[src/rtl/mux2_arb_pkg.sv]
// Shared types and constants for the two-requester round-robin mux arbiter.
package mux2_arb_pkg;

  // Arbitration state: who currently owns the shared mux.
  typedef enum logic [1:0] {
    IDLE = 2'd0,
    OWN0 = 2'd1,
    OWN1 = 2'd2
  } arb_state_e;

  // Mux select encodings.
  localparam logic SEL_D0 = 1'b0;
  localparam logic SEL_D1 = 1'b1;

endpackage

[src/rtl/mux2_arbiter_mux.sv]
// Single-bit 2-to-1 multiplexer; one instance per datapath bit.
module twoToOneMux (
  input  logic d0_i,
  input  logic d1_i,
  input  logic sel_i,
  output logic y_o
);

  // Pure combinational select; the result is registered by the parent.
  always_comb begin
    y_o = sel_i ? d1_i : d0_i;
  end

endmodule

[src/rtl/mux2_arbiter.sv]
// Round-robin arbiter owning a shared 2-to-1 mux, with a bounded hold time
// under contention and a registered, valid-qualified mux output.
module mux2_arbiter
  import mux2_arb_pkg::*;
#(
  parameter int unsigned DATA_W   = 1,
  parameter int unsigned MAX_HOLD = 4
) (
  input  logic              clk,
  input  logic              rst_n,
  input  logic              req0_i,
  input  logic              req1_i,
  input  logic [DATA_W-1:0] d0_i,
  input  logic [DATA_W-1:0] d1_i,
  output logic              gnt0_o,
  output logic              gnt1_o,
  output logic              sel_o,
  output logic [DATA_W-1:0] y_o,
  output logic              y_valid_o
);

  // Hold counter only needs to reach MAX_HOLD-1; keep at least one bit.
  localparam int unsigned CntW = (MAX_HOLD > 1) ? $clog2(MAX_HOLD + 1) : 1;
  localparam logic [CntW-1:0] CntMax = (MAX_HOLD == 0) ? '0 : CntW'(MAX_HOLD - 1);

  arb_state_e        state_q, state_d;
  logic              sel_q, sel_d;
  logic              last_owner_q, last_owner_d;
  logic [CntW-1:0]   hold_cnt_q, hold_cnt_d;
  logic [DATA_W-1:0] y_q, y_d;
  logic              y_valid_q, y_valid_d;
  logic [DATA_W-1:0] mux_y;
  logic              limit_hit;
  logic [CntW-1:0]   hold_cnt_inc;

  assign limit_hit    = (MAX_HOLD != 0) && (hold_cnt_q == CntMax);
  // Saturating increment used while an owner keeps the grant.
  assign hold_cnt_inc = ((MAX_HOLD != 0) && (hold_cnt_q != CntMax)) ?
                        hold_cnt_q + CntW'(1) : hold_cnt_q;

  // Next-state arbitration: round-robin ties, direct handover, forced handover.
  always_comb begin
    state_d      = state_q;
    sel_d        = sel_q;
    last_owner_d = last_owner_q;
    hold_cnt_d   = hold_cnt_q;
    case (state_q)
      IDLE: begin
        if (req0_i && (!req1_i || last_owner_q)) begin
          state_d      = OWN0;
          sel_d        = SEL_D0;
          last_owner_d = 1'b0;
          hold_cnt_d   = '0;
        end else if (req1_i) begin
          state_d      = OWN1;
          sel_d        = SEL_D1;
          last_owner_d = 1'b1;
          hold_cnt_d   = '0;
        end
      end
      OWN0: begin
        if (req1_i && (!req0_i || limit_hit)) begin
          state_d      = OWN1;
          sel_d        = SEL_D1;
          last_owner_d = 1'b1;
          hold_cnt_d   = '0;
        end else if (!req0_i) begin
          state_d = IDLE;
        end else begin
          hold_cnt_d = hold_cnt_inc;
        end
      end
      OWN1: begin
        if (req0_i && (!req1_i || limit_hit)) begin
          state_d      = OWN0;
          sel_d        = SEL_D0;
          last_owner_d = 1'b0;
          hold_cnt_d   = '0;
        end else if (!req1_i) begin
          state_d = IDLE;
        end else begin
          hold_cnt_d = hold_cnt_inc;
        end
      end
      default: state_d = IDLE;
    endcase
  end

  // One mux per data bit, steered by the registered select.
  for (genvar i = 0; i < int'(DATA_W); i++) begin : g_mux
    twoToOneMux u_mux (
      .d0_i  (d0_i[i]),
      .d1_i  (d1_i[i]),
      .sel_i (sel_q),
      .y_o   (mux_y[i])
    );
  end

  // Output register loads only while someone owns the mux; valid tracks owner req.
  always_comb begin
    y_d       = (state_q != IDLE) ? mux_y : y_q;
    y_valid_d = ((state_q == OWN0) && req0_i) || ((state_q == OWN1) && req1_i);
  end

  // State and datapath registers.
  always_ff @(posedge clk or negedge rst_n) begin
    if (!rst_n) begin
      state_q      <= IDLE;
      sel_q        <= SEL_D0;
      last_owner_q <= 1'b1;
      hold_cnt_q   <= '0;
      y_q          <= '0;
      y_valid_q    <= 1'b0;
    end else begin
      state_q      <= state_d;
      sel_q        <= sel_d;
      last_owner_q <= last_owner_d;
      hold_cnt_q   <= hold_cnt_d;
      y_q          <= y_d;
      y_valid_q    <= y_valid_d;
    end
  end

  assign gnt0_o    = (state_q == OWN0);
  assign gnt1_o    = (state_q == OWN1);
  assign sel_o     = sel_q;
  assign y_o       = y_q;
  assign y_valid_o = y_valid_q;

endmodule

[config.mk]
export PLATFORM = sky130hd
export DESIGN_NAME = mux2_arbiter
export DESIGN_NICKNAME = d
export VERILOG_FILES = /design/src/rtl/mux2_arb_pkg.sv /design/src/rtl/mux2_arbiter_mux.sv /design/src/rtl/mux2_arbiter.sv
export SDC_FILE = /design/constraint.sdc
export NUM_CORES = 1
export LEC_CHECK = 0
export CORE_MARGIN = 4
export CORE_UTILIZATION = 30
export DETAILED_ROUTE_END_ITERATION = 8
export GPL_TIMING_DRIVEN = 0
export PLACE_DENSITY_LB_ADDON = 0.05
export SKIP_LAST_GASP = 1
export SYNTH_ARGS = -nofsm -noshare
export SYNTH_HDL_FRONTEND = slang
export SYNTH_SLANG_ARGS = --single-unit
[constraint.sdc]
create_clock -name clk -period 2.3 [get_ports clk]
set_input_delay 0.23 -clock clk [delete_from_list [all_inputs] [get_ports clk]]
set_output_delay 0.23 -clock clk [all_outputs]
set_load 0.02 [all_outputs]
==> run metrics <==
status=finished clean; io pins=11; Clock Pin Slew Worst Setup and Hold Paths=~0.06 ns; via/cell ratio=approximately 5.0; H-Tree Level Count=1; postcts setup bufs=0; global-route track usage on met1=roughly 14%; post-layout util=between 40% and 50%; Final setup viols=0; share of post-route cells with drive strength above 1=11.84%; Reg area=roughly 230 um^2; total internal power=around 0.54 mW; NumNets Final=88; crit path launch type=register; Initial Utilization=approximately 33%; Longest Clk Path Bufs=2; Die X=52.51 um; FMAX=0.5132 GHz; hold_buf cts=0; Area Growth Syn to Fin=26.53%; FFs w/ async S/R, synth=100.0%; root buffer cell=clkbuf_4; final instance area=between 700 and 800 um^2; crit-path max FO=8; total number of vias=502; most frequent cells in the layout=clkdlybuf4s50_1, dfrtp_1, nand2_1, a21oi_1, ha_1; final hold vios=0; Pleak=about 0.34 nW; most common cell after layout, fill and taps aside=clkdlybuf4s50_1; post-synth cell types=29; Detail Route Antenna Nets=0; die area=0.002757 mm^2; Yosys warnings=0; critical-path cell list=inv_1 > ha_1 > clkdlybuf4s50_1; TritonCTS Sinks=9; vias in the first global route=roughly 520; Mean Syn Cell Area=9.586 um^2; maximum vdd ir drop=~0.00055 V; met2 Resource Use GR=between 15 and 20%; maxcap violations=0; Final Max Tran Viols=0; drt wl/cell=approximately 12 um; row count=15; core region area=0.001802 mm^2; CP peak stage delay=~0.66 ns; CP top delay family=buffers and inverters; P_sw=~0.35 mW; combinational power share=a little under three fifths; initial antenna violation count=0; largest net degree at the start of global routing=10; grt ovf=0; CP bufs+invs=2; Crit path required time=2.07 ns; Clock Power Share=13.7%; Placement Cell Area=about 730 um^2; Relative slew margins=a little under three quarters; global-route wire length before repair=around 2.3 mm; Crit Path Class=reg -> out; clock skew=a little under 0.0009 ns; Hold WC Path Type=in -> async; PD cells=1173 mW/mm^2; switching part of the total=just under 40%; CTS buffer count=3; GR Util met3=~5.4%; Mapped Area=between 500 and 600 um^2; Synth Instances=62; Multi-input gate area=344.1 um^2; syn_nets=73; period utilisation layout=roughly 85%; FILL cells=186; Buffers on Ports=10; Worst-Margin Slew=0.4203 ns; DRC errors left=0; WL final=between 1 and 1.5 mm; worst skew pair latency=0.26 ns; CTS tree=built; post-cts resize count=0; Seq/Total Area, Yosys=38.11%; number of antenna diodes=0; routability cong.=a little over 0.8; slowest cell on the critical path=clkdlybuf4s50_1; RSZ-0062 raised after global routing=no; #FFs+latches synth=9; minimum clock period after layout=1.949 ns; Die Ht=around 53 um; busiest grt layer=met2; GR Util All Layers=approximately 11%; DRT iter0 DRCs=17; top_reg_cell synth=dfrtp_1; EDFF count, synth=0; CP Capture Type=primary output; DPL Wire Length=~920 um; total negative slack=0 ns; Initial DRT Pass Iterations=5; Seq pwr share=~30%; arrival time worst endpoint=~1.7 ns
## metal layers
metal / wire [um] / share of wire, %
met1: 549 / 47
met5: 0 / 0
met3: 91 / 7.8
met2: 517 / 44
met4: 8 / 0.69
## stage by stage
step                      hold slack, ns  power, mW  cells  worst slack, ns
after detailed placement          0.4781     0.7703     97           0.2530
final                             0.2736     0.8818    101           0.3514
after global placement            0.4801     0.7848     97           0.2332
after CTS                         0.2820     0.9007    101           0.3381
after global routing              0.2969     0.9779    101           0.1606
after floorplan                 -0.06559     0.6138     62           0.4234
## worst paths after layout
check | start | end | slack [ns] | depth (start not counted)
worst max-delay path | state_q[1] | gnt0_o | 0.35 | 3
worst min-delay path | rst_n | hold_cnt_q[2] | 0.27 | 1
worst max register to register | state_q[1] | hold_cnt_q[1] | 0.37 | 6
worst min register to register | y_o | y_o | 0.50 | 2
max in group asynchronous | rst_n | last_owner_q | 1.70 | 1
min in group clk | y_o | y_o | 0.50 | 2
## cell type report
| type | instances | area share [%] |
|---|---|---|
| timing repair buffer | 10 | 13.31 |
| sequential | 9 | 30.12 |
| multi-input combinational | 47 | 45.76 |
| tap | 25 | 4.160 |
| buffer | 1 | 0.6656 |
| clock buffer | 4 | 3.494 |
| inverter | 5 | 2.496 |
## worst reg2reg max path, stage by stage, from the launching register on
cell,delay (ns)
dfrtp_1,0.38
inv_1,0.07
ha_1,0.28
or3_1,0.37
a21o_1,0.24
or3b_1,0.36
o22ai_1,0.15
## power groups by stage
stage                     registers (mW)  logic, mW  clock network, mW
after floorplan                    0.289      0.325                  0
after global placement             0.265      0.519                  0
after detailed placement           0.266      0.504                  0
after CTS                          0.262      0.509              0.129
after global routing               0.274      0.563              0.140
final                              0.262      0.499              0.121
## cell usage after synthesis, types with 2 or more instances
cell	n	share of area, %
ha_1	5	11
a21oi_1	5	4.2
a211oi_1	2	2.5
mux2_2	2	3.8
mux2_1	2	3.8
inv_1	4	2.5
o21ai_0	4	3.4
nor2b_1	2	2.1
nand2_1	6	3.8
and2_1	2	2.1
a21o_1	2	2.5
dfrtp_1	8	34
nand2b_1	2	2.1
## cells by family (layout without fill, tap and decap cells)
logic type / after synthesis / after routing / share of synthesized area (%)
buffers and inverters: 6 / 20 / 3.998
flip-flops: 9 / 9 / 38.11
multiplexers: 5 / 5 / 9.263
AO/OA/AOI/OAI: 21 / 21 / 23.58
AND/OR/NAND/NOR: 16 / 16 / 14.53
adder cells (fa/ha/maj): 5 / 5 / 10.53
## sequential cells by signal, summed over array words and instances (netlist names)
name	count
sel_o	1
y_valid_o	1
hold_cnt_q	3
state_q	2
y_o	1
last_owner_q	1
Power figures use the tool's default switching activity.
